<file path="src/rtl/spi_master_pkg.sv">
// rtl/spi_master_pkg.sv - shared state encodings, SPI mode constants and default widths for the SPI master
package spi_master_pkg;

    localparam int W_CPU         = 32;
    localparam int W_COUNTER_DEF = 6;
    localparam int W_DIV_DEF     = 8;

    typedef enum logic [1:0] {
        SPI_IDLE  = 2'd0,
        SPI_SETUP = 2'd1,
        SPI_SHIFT = 2'd2,
        SPI_HOLD  = 2'd3
    } spi_state_e;

    // Mode value is {cpol, cpha}
    typedef enum logic [1:0] {
        SPI_MODE0 = 2'b00,
        SPI_MODE1 = 2'b01,
        SPI_MODE2 = 2'b10,
        SPI_MODE3 = 2'b11
    } spi_mode_e;

endpackage

</file>
<file path="src/rtl/spi_master_if.sv">
// rtl/spi_master_if.sv - CPU-side request/response bundle of the SPI master
interface spi_master_if #(
    parameter int W_Data = spi_master_pkg::W_CPU,
    parameter int W_Div  = spi_master_pkg::W_DIV_DEF
) ();

    logic [W_Data-1:0] tx_data;
    logic              tx_valid;
    logic              tx_ready;
    logic              cpol;
    logic              cpha;
    logic [W_Div-1:0]  clk_div;
    logic [W_Data-1:0] rx_data;
    logic              rx_valid;
    logic              busy;

    modport master (
        output tx_data, tx_valid, cpol, cpha, clk_div,
        input  tx_ready, rx_data, rx_valid, busy
    );

    modport slave (
        input  tx_data, tx_valid, cpol, cpha, clk_div,
        output tx_ready, rx_data, rx_valid, busy
    );

endinterface

</file>
<file path="src/rtl/spi_master_clk_gen.sv">
// rtl/spi_master_clk_gen.sv - SCLK half-period timer and leading/trailing edge generator
module spi_master_clk_gen #(
    parameter int W_Div = spi_master_pkg::W_DIV_DEF
) (
    input  logic             clk,
    input  logic             rst,
    input  logic             en,
    input  logic             toggle_en,
    input  logic             cpol,
    input  logic [W_Div-1:0] clk_div,
    output logic             tick,
    output logic             lead_edge,
    output logic             trail_edge,
    output logic             spi_clk
);

    logic [W_Div-1:0] cnt_q;
    logic             sclk_q;

    assign tick       = en && (cnt_q == '0);
    assign lead_edge  = tick && toggle_en && (sclk_q == cpol);
    assign trail_edge = tick && toggle_en && (sclk_q != cpol);
    assign spi_clk    = en ? sclk_q : cpol;

    // While disabled the timer keeps reloading so the first tick lands clk_div+1 cycles after enable
    always_ff @(posedge clk) begin
        if (rst) begin
            cnt_q  <= '0;
            sclk_q <= 1'b0;
        end else if (!en) begin
            cnt_q  <= clk_div;
            sclk_q <= cpol;
        end else begin
            cnt_q <= tick ? clk_div : cnt_q - W_Div'(1);
            if (lead_edge || trail_edge) begin
                sclk_q <= ~sclk_q;
            end
        end
    end

endmodule

</file>
<file path="src/rtl/spi_master.sv">
// rtl/spi_master.sv - full-duplex SPI master, modes 0-3, programmable divider; SPI_LOOPBACK_EN adds a loopback input
module spi_master
    import spi_master_pkg::*;
#(
    parameter int W_Data    = W_CPU,
    parameter int W_Counter = W_COUNTER_DEF,
    parameter int W_Div     = W_DIV_DEF
) (
    input  logic        clk,
    input  logic        rst,
    spi_master_if.slave bus,
    output logic        spi_clk,
    output logic        spi_cs_n,
    output logic        MOSI_out,
    input  logic        MISO_in
`ifdef SPI_LOOPBACK_EN
    ,
    input  logic        loopback
`endif
);

    spi_state_e           state_q, state_d;
    logic [W_Data-1:0]    tx_sh_q, rx_sh_q, rx_data_q;
    logic                 rx_valid_q, mosi_q, cpol_q, cpha_q;
    logic [W_Div-1:0]     div_q, div_sel;
    logic [W_Counter-1:0] bit_cnt_q;
    logic                 idle, accept, last_sample, sample_edge, drive_edge;
    logic                 cpol_sel, sample_bit, cs_n;
    logic                 tick, lead_edge, trail_edge;

`ifdef SPI_LOOPBACK_EN
    assign sample_bit = loopback ? mosi_q : MISO_in;
`else
    assign sample_bit = MISO_in;
`endif

    always_ff @(posedge clk) begin
        if (rst) begin
            state_q <= SPI_IDLE;
        end else begin
            state_q <= state_d;
        end
    end

    always_comb begin
        state_d     = state_q;
        idle        = (state_q == SPI_IDLE);
        cs_n        = idle;
        accept      = idle && !rx_valid_q && bus.tx_valid;
        last_sample = cpha_q ? (bit_cnt_q == W_Counter'(1)) : (bit_cnt_q == '0);
        sample_edge = cpha_q ? trail_edge : lead_edge;
        // In mode cpha=0 the last trailing edge keeps the final bit on the line
        drive_edge  = cpha_q ? lead_edge : (trail_edge && (bit_cnt_q != '0));
        case (state_q)
            SPI_IDLE:  if (accept) state_d = SPI_SETUP;
            SPI_SETUP: if (tick) state_d = SPI_SHIFT;
            SPI_SHIFT: if (trail_edge && last_sample) state_d = SPI_HOLD;
            SPI_HOLD:  if (tick) state_d = SPI_IDLE;
            default:   state_d = SPI_IDLE;
        endcase
    end

    // Timer loads from the live inputs while idle so the accept edge starts it with the new divider
    assign cpol_sel = idle ? bus.cpol : cpol_q;
    assign div_sel  = idle ? bus.clk_div : div_q;

    spi_master_clk_gen #(.W_Div(W_Div)) u_clk_gen (
        .clk        (clk),
        .rst        (rst),
        .en         (!idle),
        .toggle_en  (state_q == SPI_SHIFT),
        .cpol       (cpol_sel),
        .clk_div    (div_sel),
        .tick       (tick),
        .lead_edge  (lead_edge),
        .trail_edge (trail_edge),
        .spi_clk    (spi_clk)
    );

    always_ff @(posedge clk) begin
        if (rst) begin
            tx_sh_q    <= '0;
            rx_sh_q    <= '0;
            rx_data_q  <= '0;
            rx_valid_q <= 1'b0;
            mosi_q     <= 1'b0;
            cpol_q     <= 1'b0;
            cpha_q     <= 1'b0;
            div_q      <= '0;
            bit_cnt_q  <= '0;
        end else begin
            rx_valid_q <= 1'b0;
            case (state_q)
                SPI_IDLE: begin
                    if (accept) begin
                        cpol_q    <= bus.cpol;
                        cpha_q    <= bus.cpha;
                        div_q     <= bus.clk_div;
                        bit_cnt_q <= W_Counter'(W_Data);
                        rx_sh_q   <= '0;
                        if (!bus.cpha) begin
                            mosi_q  <= bus.tx_data[W_Data-1];
                            tx_sh_q <= bus.tx_data << 1;
                        end else begin
                            tx_sh_q <= bus.tx_data;
                        end
                    end
                end
                SPI_SHIFT: begin
                    if (sample_edge) begin
                        rx_sh_q   <= {rx_sh_q[W_Data-2:0], sample_bit};
                        bit_cnt_q <= bit_cnt_q - W_Counter'(1);
                    end
                    if (drive_edge) begin
                        mosi_q  <= tx_sh_q[W_Data-1];
                        tx_sh_q <= tx_sh_q << 1;
                    end
                end
                SPI_HOLD: begin
                    if (tick) begin
                        rx_data_q  <= rx_sh_q;
                        rx_valid_q <= 1'b1;
                        mosi_q     <= 1'b0;
                    end
                end
                default: ;
            endcase
        end
    end

    assign spi_cs_n     = cs_n;
    assign MOSI_out     = mosi_q;
    assign bus.tx_ready = idle && !rx_valid_q;
    assign bus.busy     = !idle;
    assign bus.rx_data  = rx_data_q;
    assign bus.rx_valid = rx_valid_q;

endmodule
</file>
<file path="src/flat_wrapper.sv">
// flat-port wrapper written by rule: the top's interface ports become plain ports
module spi_master_flat import spi_master_pkg::*;
#(
    parameter int W_Data    = W_CPU,
    parameter int W_Counter = W_COUNTER_DEF,
    parameter int W_Div     = W_DIV_DEF
)
  (clk, rst, spi_clk, spi_cs_n, MOSI_out, MISO_in, bus_tx_data, bus_tx_valid, bus_cpol, bus_cpha, bus_clk_div, bus_tx_ready, bus_rx_data, bus_rx_valid, bus_busy);
  spi_master_if #(.W_Data(W_Data), .W_Div(W_Div)) bus_i ();
  input  logic clk;
  input  logic rst;
  output logic spi_clk;
  output logic spi_cs_n;
  output logic MOSI_out;
  input  logic MISO_in;
  input wire logic [$bits(bus_i.tx_data)-1:0] bus_tx_data;
  input wire logic [$bits(bus_i.tx_valid)-1:0] bus_tx_valid;
  input wire logic [$bits(bus_i.cpol)-1:0] bus_cpol;
  input wire logic [$bits(bus_i.cpha)-1:0] bus_cpha;
  input wire logic [$bits(bus_i.clk_div)-1:0] bus_clk_div;
  output wire logic [$bits(bus_i.tx_ready)-1:0] bus_tx_ready;
  output wire logic [$bits(bus_i.rx_data)-1:0] bus_rx_data;
  output wire logic [$bits(bus_i.rx_valid)-1:0] bus_rx_valid;
  output wire logic [$bits(bus_i.busy)-1:0] bus_busy;
  assign bus_i.tx_data = bus_tx_data;
  assign bus_i.tx_valid = bus_tx_valid;
  assign bus_i.cpol = bus_cpol;
  assign bus_i.cpha = bus_cpha;
  assign bus_i.clk_div = bus_clk_div;
  assign bus_tx_ready = bus_i.tx_ready;
  assign bus_rx_data = bus_i.rx_data;
  assign bus_rx_valid = bus_i.rx_valid;
  assign bus_busy = bus_i.busy;
  spi_master #(.W_Data(W_Data), .W_Counter(W_Counter), .W_Div(W_Div)) u_core (.clk(clk), .rst(rst), .bus(bus_i), .spi_clk(spi_clk), .spi_cs_n(spi_cs_n), .MOSI_out(MOSI_out), .MISO_in(MISO_in));
endmodule
</file>
<file path="config.mk">
export PLATFORM = sky130hd
export DESIGN_NAME = spi_master_flat
export DESIGN_NICKNAME = d
export VERILOG_FILES = /design/src/rtl/spi_master_pkg.sv /design/src/rtl/spi_master_if.sv /design/src/rtl/spi_master_clk_gen.sv /design/src/rtl/spi_master.sv /design/src/flat_wrapper.sv
export SDC_FILE = /design/constraint.sdc
export NUM_CORES = 1
export LEC_CHECK = 0
export CORE_MARGIN = 2
export CORE_UTILIZATION = 54
export CTS_CLUSTER_SIZE = 30
export DETAILED_ROUTE_END_ITERATION = 7
export PLACE_DENSITY = 0.84
export SYNTH_ARGS = -nofsm -noshare
export SYNTH_HDL_FRONTEND = slang
export SYNTH_HIERARCHICAL = 1
export SYNTH_SLANG_ARGS = --single-unit
</file>
<file path="constraint.sdc">
create_clock -name clk -period 4.2 [get_ports clk]
set_input_delay 0.84 -clock clk [delete_from_list [all_inputs] [get_ports clk]]
set_output_delay 0.84 -clock clk [all_outputs]
set_load 0.005 [all_outputs]
</file>
# Word level (Yosys, flattened, before mapping)
# Cells that the tools add are included.
# Widths: inputs -> output; s select.
[totals]
reg_bits = 125
in_bits = 46
output_inout_bits = 38
wordCells = 85
[classes]
add_sub_neg = 2
n_eq_ne = 13
n_mux = 31
n_bitwise = 2
n_reduce_logical = 25
[ops]
columns = ["operator", "n"]
rows = [
  ["$mux 32", 5],
  ["$pmux 32 s2", 2],
  ["$mux 8", 3],
  ["$mux 1", 12],
  ["$mux 6", 2],
  ["$pmux 6 s2", 1],
  ["$logic_and 1x1->1", 8],
  ["$logic_not 8->1", 1],
  ["$mux 2", 4],
  ["$ne 2x2->1 const B", 4],
  ["$pmux 2 s4", 1],
  ["$sub 8x1->8 const B", 1],
  ["$eq 6x1->1 const B", 1],
  ["$logic_not 6->1", 1],
  ["$ne 2x1->1 const B", 3],
  ["$reduce_and 3->1", 2],
  ["$reduce_bool 6->1", 1],
  ["$sub 6x1->6 const B", 1],
  ["$reduce_and 5->1", 1],
  ["$eq 2x2->1 const B", 2],
  ["$reduce_and 2->1", 2],
  ["$reduce_and 4->1", 1],
  ["$reduce_bool 2->1", 2],
  ["$pmux 1 s3", 1],
  ["other kinds (9)", 11],
]

# Logic depth before layout (Yosys ltp)
# Gate-level depths: netlist of run 1.
[depth]
word_depth = 9
ltp_mapped = 13
depth_no_buf = 10

# By module
# The synthesis of run 1 kept the hierarchy.
[by_module_without_submodules]
columns = ["mod", "n_inst", "cells_each", "area_each_um2", "seq_area_each_um2"]
rows = [
  ["spi_master", 1, 638, 5136.2, 2322.2],
  ["spi_master_clk_gen", 1, 60, 561.8, 180.2],
]

# Least setup slack after synthesis of run 1
# OpenSTA, ideal clock, no wires.
[synth_timing]
path_kind = "reg2reg"
startpoint = "register u_core.state_q[0]"
endpoint = "register u_core.tx_sh_q[24]"
setup_ns = 0.070
arrival_time_ns = 2.894
required_time_ns = 4.130
setup_slack_ns = 1.236
stages_incl_launch_ff = 12
path_buffers = 2
period_less_slack_ns = 2.964
path_cell_list = "dfxtp_1 > inv_1 > ha_1 > buf_1 > mux2_1 > xor2_1 > and3_1 > or3b_1 > o211ai_1 > clkbuf_1 > o2111ai_1 > a21oi_1"
[synth_between]
word_cells_on_any_way = 19
cone_classes = "eq/ne (5); mux (3); reduce/logical (11)"
[synth_rtl]
columns = ["item", "line_no", "source"]
rows = [
  ["start, declared", "spi_master.sv:22", "spi_state_e state_q, state_d;"],
  ["start signal, assigned", "spi_master.sv:41", "state_q <= state_d;"],
  ["$logic_not 2->1", "spi_master.sv:47", "idle = (state_q == SPI_IDLE);"],
  ["net spi_cs_n", "flat_wrapper.sv:13", "output logic spi_cs_n;"],
  ["$mux 1", "spi_master.sv:64", "assign cpol_sel = idle ? bus.cpol : cpol_q;"],
  ["net u_core.cpol_sel", "spi_master.sv:28", "logic cpol_sel, sample_bit, cs_n;"],
  ["$ne 1x1->1", "spi_master_clk_gen.sv:22", "assign trail_edge = tick && toggle_en && (sclk_q != cpol);"],
  ["$logic_and 1x1->1", "spi_master_clk_gen.sv:22", ""],
  ["net u_core.trail_edge", "spi_master.sv:29", "logic tick, lead_edge, trail_edge;"],
  ["$logic_and 1x1->1", "spi_master.sv:53", "drive_edge = cpha_q ? lead_edge : (trail_edge && (bit_cnt_q != '0));"],
  ["$mux 1", "spi_master.sv:53", ""],
  ["$ne 2x1->1 (no line)", "-", ""],
  ["$reduce_and 3->1 (no line)", "-", ""],
  ["end signal, assigned", "spi_master.sv:103", "tx_sh_q <= bus.tx_data << 1;"],
  ["end signal, assigned", "spi_master.sv:105", "tx_sh_q <= bus.tx_data;"],
  ["end signal, assigned", "spi_master.sv:116", "tx_sh_q <= tx_sh_q << 1;"],
  ["end, declared", "spi_master.sv:23", "logic [W_Data-1:0] tx_sh_q, rx_sh_q, rx_data_q;"],
]
# The timed path passes the listed nets, and every way through them passes these cells.
# A chain may end at the register's enable or synchronous reset.

# Worst setup path after layout of run 1
[layout_timing]
startpoint = "register u_core.state_q[0]"
endpoint = "output spi_clk"
[layout_between]
elab_chain_cells = 3
[layout_lines]
columns = ["item", "line_no", "source"]
rows = [
  ["$logic_not 2->1 (*)", "spi_master.sv:47", ""],
  ["$mux 1", "spi_master.sv:64", ""],
  ["$mux 1 (*)", "spi_master_clk_gen.sv:23", "assign spi_clk = en ? sclk_q : cpol;"],
  ["end, declared", "flat_wrapper.sv:12", "output logic spi_clk;"],
]
# Every way passes the cells marked *; elsewhere a longest branch is shown, timed or not.

==> run metrics, run 1 <==
status completed; largest net degree at the start of global routing 91; total power 0.004627 W; via count 5111; RSZ-0062 raised after global routing no; Worst slew margin 23.70%; Area growth syn-to-layout 24.77%; TritonCTS Buffers 17; Arr. time, crit path 2.41 ns; DR WL/cell 14.79 um; Post-CTS Setup Bufs 0; max-cap violation count 0; htree depth 4; sequential area share after synthesis 43.92%; Fillers 801; hold_buf cts 0; Synth Instances 698; total clock sinks 125; pwr dens 650.9 nW/um^2; crit end category output port; critical path class flop to output port; HP Class flop to flop; # port buffers 83; Synth Register Bits 125; post-synthesis average cell area 8.163 sq um; maximum vdd drop 0.3262 mV; first-pass GRT wire length 21850 um; r2r setup slk 1.18 ns; RePlAce Congestion 0.8452; total negative slack 0 ns; Slew @ Worst Pin 1.142 ns; leakage 2.577 nW; GRT overflow 0; critical path required time 3.36 ns; fin. max-slew vios 0; FFs w/ async S/R, synth 0%; Achievable Freq 0.3072 GHz; synthesized area 5698 sq um; reg2reg start u_core/state_q[0]; First DRT Iteration DRCs 372; min Tclk post-route 3.255 ns; Hold Path End u_core/div_q[0]; Resized cells post-CTS 0; Worst Path Buf+Inv 4; initial core utilization 55.44%; Clock transition at path regs 0.05 ns; Die W 106.7 um; most area-consuming cells after synthesis dfxtp_1, nand2_1, a21oi_1; DRC 0; die area 11390 sq um; Design Area, Final 7109 sq um; kind of cell adding the most delay to the critical path buffers and inverters; most common cell after layout, fill and taps aside nand2_1; Worst Min Path Start u_core/div_q[0]; Synth top area share 43.92%; GRT Total Usage 23.55%; Ports 84; post-route ant nets 0; share of layout cells above drive strength 1 7.864%; Final Skew 0.007673 ns; worst r2r dst u_core/MOSI_out; final core utilization 69.17%; vias in the first global route 4834; Synth Flop Type dfxtp_1; commonest cells after routing, fill and taps aside nand2_1, dfxtp_1, a21oi_1, clkdlybuf4s50_1, mux2i_1; worst r2r path cells 10; synth unique cells 47; Critical Path, Cell by Cell inv_1 > ha_1 > buf_4 > inv_2 > mux2_2 > clkdlybuf4s50_1; Max clock buf depth 2; die height 106.7 um; Post-synth EDFFs 0; Fin. Hold Viols 0; clk_lat worst skew 0.52 ns; initial antenna violation count 0; Final #Nets 810; slowest CP cell clkdlybuf4s50_1; num rows 37; Synth Net Count 755; HPWL Detailed 8206 um; post-route clock period utilization 77.50%; WL final 13300 um; Yosys warnings 6; Ant. Diodes 0; crit start category flop; Placed Instance Area 6526 sq um; Crit path largest cell delay 0.46 ns; WHS Path Cells 2; CTS root buf clkbuf_8; CTS tree done; DRT Pass-1 Iters 5; Yosys top cell by area dfxtp_1; core area 10280 sq um; Critical Path Fanout Max 15; Final Setup Violations 0; via density per instance 5.685
## kinds of logic after synthesis
logic type | count (synthesis) | synth area share (%)
and+or+nand+nor | 240 | 17.70
AOI/OAI and AO/OA | 199 | 21.19
DFF | 125 | 43.92
buffers and inverters | 68 | 5.050
muxes | 46 | 8.344
adders and majority gates | 11 | 2.415
xor gates and xnor gates | 9 | 1.383
## synth_stat cells, types with 2 or more instances
cell type	instances
buf_1	4
a211oi_2	6
and3_1	2
nor2_2	4
ha_1	11
nand4_1	2
xor2_1	6
buf_6	2
mux2_1	10
mux2i_1	34
o2111ai_1	31
inv_1	9
o21ai_1	33
or3b_1	2
mux2_2	2
inv_2	2
a21oi_1	112
a211oi_1	3
o21ai_0	3
nor2b_1	2
nand2b_1	4
a21o_1	2
clkbuf_1	37
nor3_1	4
buf_2	14
nand2_1	188
or3_1	3
nor4_1	2
nand3_1	4
dfxtp_1	125
nor2_1	16
nor3b_1	2
xnor2_1	3
## report_power, final
part,switching [W],internal (W)
Clock,0.000516,0.000928
Sequential,0.000141,0.00138
Combinational,0.00103,0.000630
## final cells by class
| cell class | instances | area [sq um] | area share [%] |
|---|---|---|---|
| Sequential cell | 125 | 2502 | 35.20 |
| Timing Repair Buffer | 93 | 895.9 | 12.60 |
| Clock buffer | 20 | 445.4 | 6.265 |
| Inverter | 11 | 41.29 | 0.5808 |
| Multi-Input combinational cell | 505 | 2917 | 41.02 |
| Clock inverter | 9 | 137.6 | 1.936 |
| Tap cell | 136 | 170.2 | 2.394 |
## tightest hold or removal path: cells and delay by family, from the launching register on
family | cells | cell delay, ns
AO/OA/AOI/OAI | 1 | 0.05
flip-flops | 1 | 0.30
AND/OR/NAND/NOR | 1 | 0.05
## per-layer routing
metal / vias to the layer above / track usage [%] / part of all wire [%]
li1: 2524 / - / -
met1: 2415 / 28.31 / 43
met2: 147 / 40.31 / 50
met3: 25 / 6.018 / 4.7
met4: 0 / 9.276 / 2.0
met5: - / 0 / 0
## how the worst max path moves through the flow
| stage | to | startpoint | cells past startpoint |
|---|---|---|---|
| finish | spi_clk | u_core/state_q[0] | 6 |
| global route | spi_clk | u_core/state_q[0] | 6 |
| CTS | spi_clk | u_core/state_q[0] | 6 |
| detailed placement | u_core/MOSI_out | bus_cpol | 8 |
| global placement | u_core/MOSI_out | bus_cpol | 8 |
| floorplan | u_core/tx_sh_q[24] | u_core/state_q[0] | 11 |
## registers in the layout, indices dropped and copies added (netlist names)
name	count
u_core/rx_sh_q	32
u_core/bus.rx_valid	1
u_core/u_clk_gen/cnt_q	8
u_core/u_clk_gen/sclk_q	1
u_core/cpha_q	1
u_core/tx_sh_q	32
u_core/bus.rx_data	32
u_core/bit_cnt_q	6
u_core/cpol_q	1
u_core/MOSI_out	1
u_core/div_q	8
u_core/state_q	2
## through the flow
stage	hold slack [ns]	setup slack, ns	std cells
2_1_floorplan	0.4321	1.236	698
6_report	0.4519	0.9451	899
5_1_grt	0.4799	0.8177	899
3_5_place_dp	0.4431	0.7571	870
3_3_place_gp	0.4380	0.7940	870
4_1_cts	0.4533	0.9168	899
No activity file was read; power rests on OpenSTA's default activity.
==> inputs of run 2 (changes only) <==
==> constraint.sdc (replaced) <==
create_clock -name clk -period 3.15 [get_ports clk]
set_input_delay 0.63 -clock clk [delete_from_list [all_inputs] [get_ports clk]]
set_output_delay 0.63 -clock clk [all_outputs]
set_load 0.005 [all_outputs]
==> run 2 against run 1 <==
Core utilization increased by 1.4 points; critical path depth unchanged; non-clock buffer count increased by 8; sequential power increased by 33%; clock power increased by 47%; count of clock-buffer cells in the layout decreased by 3; critical path type unchanged; critical endpoint unchanged; largest cell class unchanged; largest power group unchanged; highest routed layer unchanged.
==> run metrics, run 2 (synthesized netlist as in run 1, its figures left out) <==
largest net degree at the start of global routing 65; crit end category output port; DR WL/cell 16.01 um; Ports 84; critical path class flop to output port; worst r2r path cells 11; Final Setup Violations 0; First DRT Iteration DRCs 351; min Tclk post-route 3.022 ns; Max clock buf depth 2; HP Class flop to flop; critical path required time 2.52 ns; HPWL Detailed 8966 um; commonest cells after routing, fill and taps aside nand2_1, dfxtp_1, a21oi_1, clkdlybuf4s50_1, mux2i_1; num rows 37; RSZ-0062 raised after global routing no; TritonCTS Buffers 17; Ant. Diodes 0; Worst Path Buf+Inv 4; met2 Track Usage GR 46.09%; WL final 14570 um; Fin. Hold Viols 0; maximum vdd drop 0.4414 mV; CTS root buf clkbuf_8; initial core utilization 55.44%; status completed; Final #Nets 818; Critical Path Fanout Max 15; most common cell after layout, fill and taps aside nand2_1; Area growth syn-to-layout 27.25%; RePlAce Congestion 0.8013; vias in the first global route 5234; initial antenna violation count 0; worst r2r dst u_core/tx_sh_q[1]; die area 11390 sq um; Clock transition at path regs 0.06 ns; met3 Use GR 5.532%; post-route clock period utilization 95.92%; # port buffers 83; post-route ant nets 0; GRT overflow 0; met1 Usage GRT 29.18%; Setup crit start u_core/state_q[0]; via count 5276; Final Skew 0.007998 ns; Critical Path, Cell by Cell inv_1 > ha_1 > buf_4 > inv_2 > mux2_2 > clkdlybuf4s50_1; fin. max-slew vios 0; first-pass GRT wire length 23630 um; Arr. time, crit path 2.39 ns; clk_lat worst skew 0.52 ns; via density per instance 5.798; CTS tree done; pwr dens 895.9 nW/um^2; Achievable Freq 0.3310 GHz; share of layout cells above drive strength 1 9.561%; slowest CP cell clkdlybuf4s50_1; Fillers 778; kind of cell adding the most delay to the critical path buffers and inverters; DRT Pass-1 Iters 6; total negative slack 0 ns; hold slack 0.4564 ns; Crit path largest cell delay 0.45 ns; r2r setup slk 0.30 ns; Die W 106.7 um; CP endpoint spi_clk; Slew @ Worst Pin 0.8823 ns; DRC 0; total clock sinks 125; max-cap violation count 0; core area 10280 sq um; leakage 2.666 nW; Worst slew margin 40.84%; GRT Total Usage 25.64%; die height 106.7 um; most used routing layer met2; crit start category flop; Crit path depth 6; htree depth 4; reg2reg start u_core/state_q[0]
## run 2: cell count changes in the layout (fill, tap and decap cells not counted), moves of 3 or more
| cell | previous run | this run |
|---|---|---|
| buf_4 | 10 | 16 |
| clkinvlp_4 | 4 | 1 |
| inv_6 | 2 | 6 |
| inv_8 | 0 | 3 |
## run 2: worst min-delay path by stage
| stage | from | end | slack (ns) | cells past startpoint |
|---|---|---|---|---|
| 4_1_cts | u_core/div_q[4] | u_core/div_q[4] | 0.46 | 2 |
| 2_1_floorplan | u_core/rx_sh_q[31] | u_core/bus.rx_data[31] | 0.43 | 2 |
| 6_report | u_core/rx_sh_q[31] | u_core/bus.rx_data[31] | 0.46 | 2 |
| 5_1_grt | u_core/bus.rx_data[9] | u_core/bus.rx_data[9] | 0.48 | 2 |
| 3_5_place_dp | u_core/div_q[4] | u_core/div_q[4] | 0.45 | 2 |
| 3_3_place_gp | u_core/div_q[2] | u_core/div_q[2] | 0.44 | 2 |
## run 2: metrics by stage
step | worst slack, ns | total power, W | util [%] | cells | area [sq um]
2_1_floorplan | 0.1860 | 0.003700 | - | 698 | 5698
3_3_place_gp | 0.2092 | 0.004183 | 64.33 | 878 | 6611
3_5_place_dp | 0.09010 | 0.004316 | 64.33 | 878 | 6611
4_1_cts | 0.06563 | 0.006462 | 70.53 | 910 | 7248
5_1_grt | 0.04939 | 0.006823 | 70.55 | 910 | 7251
6_report | 0.1285 | 0.006496 | 70.55 | 910 | 7251
## run 2: timing repair
item                                    4_1_cts  5_1_grt
hold buffers                                  0        0
endpoints found under the setup margin        0        1
resized for setup                             0        2
setup buffers                                 0        0
## run 2: tightest hold or removal path, cell delays in order, from the launching register on
cell,delay (ns)
dfxtp_1,0.31
nand2_1,0.05
a21oi_1,0.05
## run 2: per-layer routing
layer	routed length (um)	share of wire, %
met1	6151	42
met2	7395	51
met3	658	4.5
met4	363	2.5
met5	0	0
## run 2: area by class of cell
cell class              count  area (sq um)  area share, %
multi-input cells         505          2917          40.22
inverters                  11         41.29         0.5695
clock buffers              17         414.1          5.712
repair buffers            101         980.9          13.53
clock inverters            15         222.7          3.072
flip-flops and latches    125          2505          34.55
well taps                 136         170.2          2.347
## run 2: report_power, final
| part | internal (W) | switching, W |
|---|---|---|
| sequential | 0.00185 | 0.000197 |
| clock | 0.00132 | 0.000790 |
| combinational | 0.000901 | 0.00144 |
| total | 0.00407 | 0.00243 |
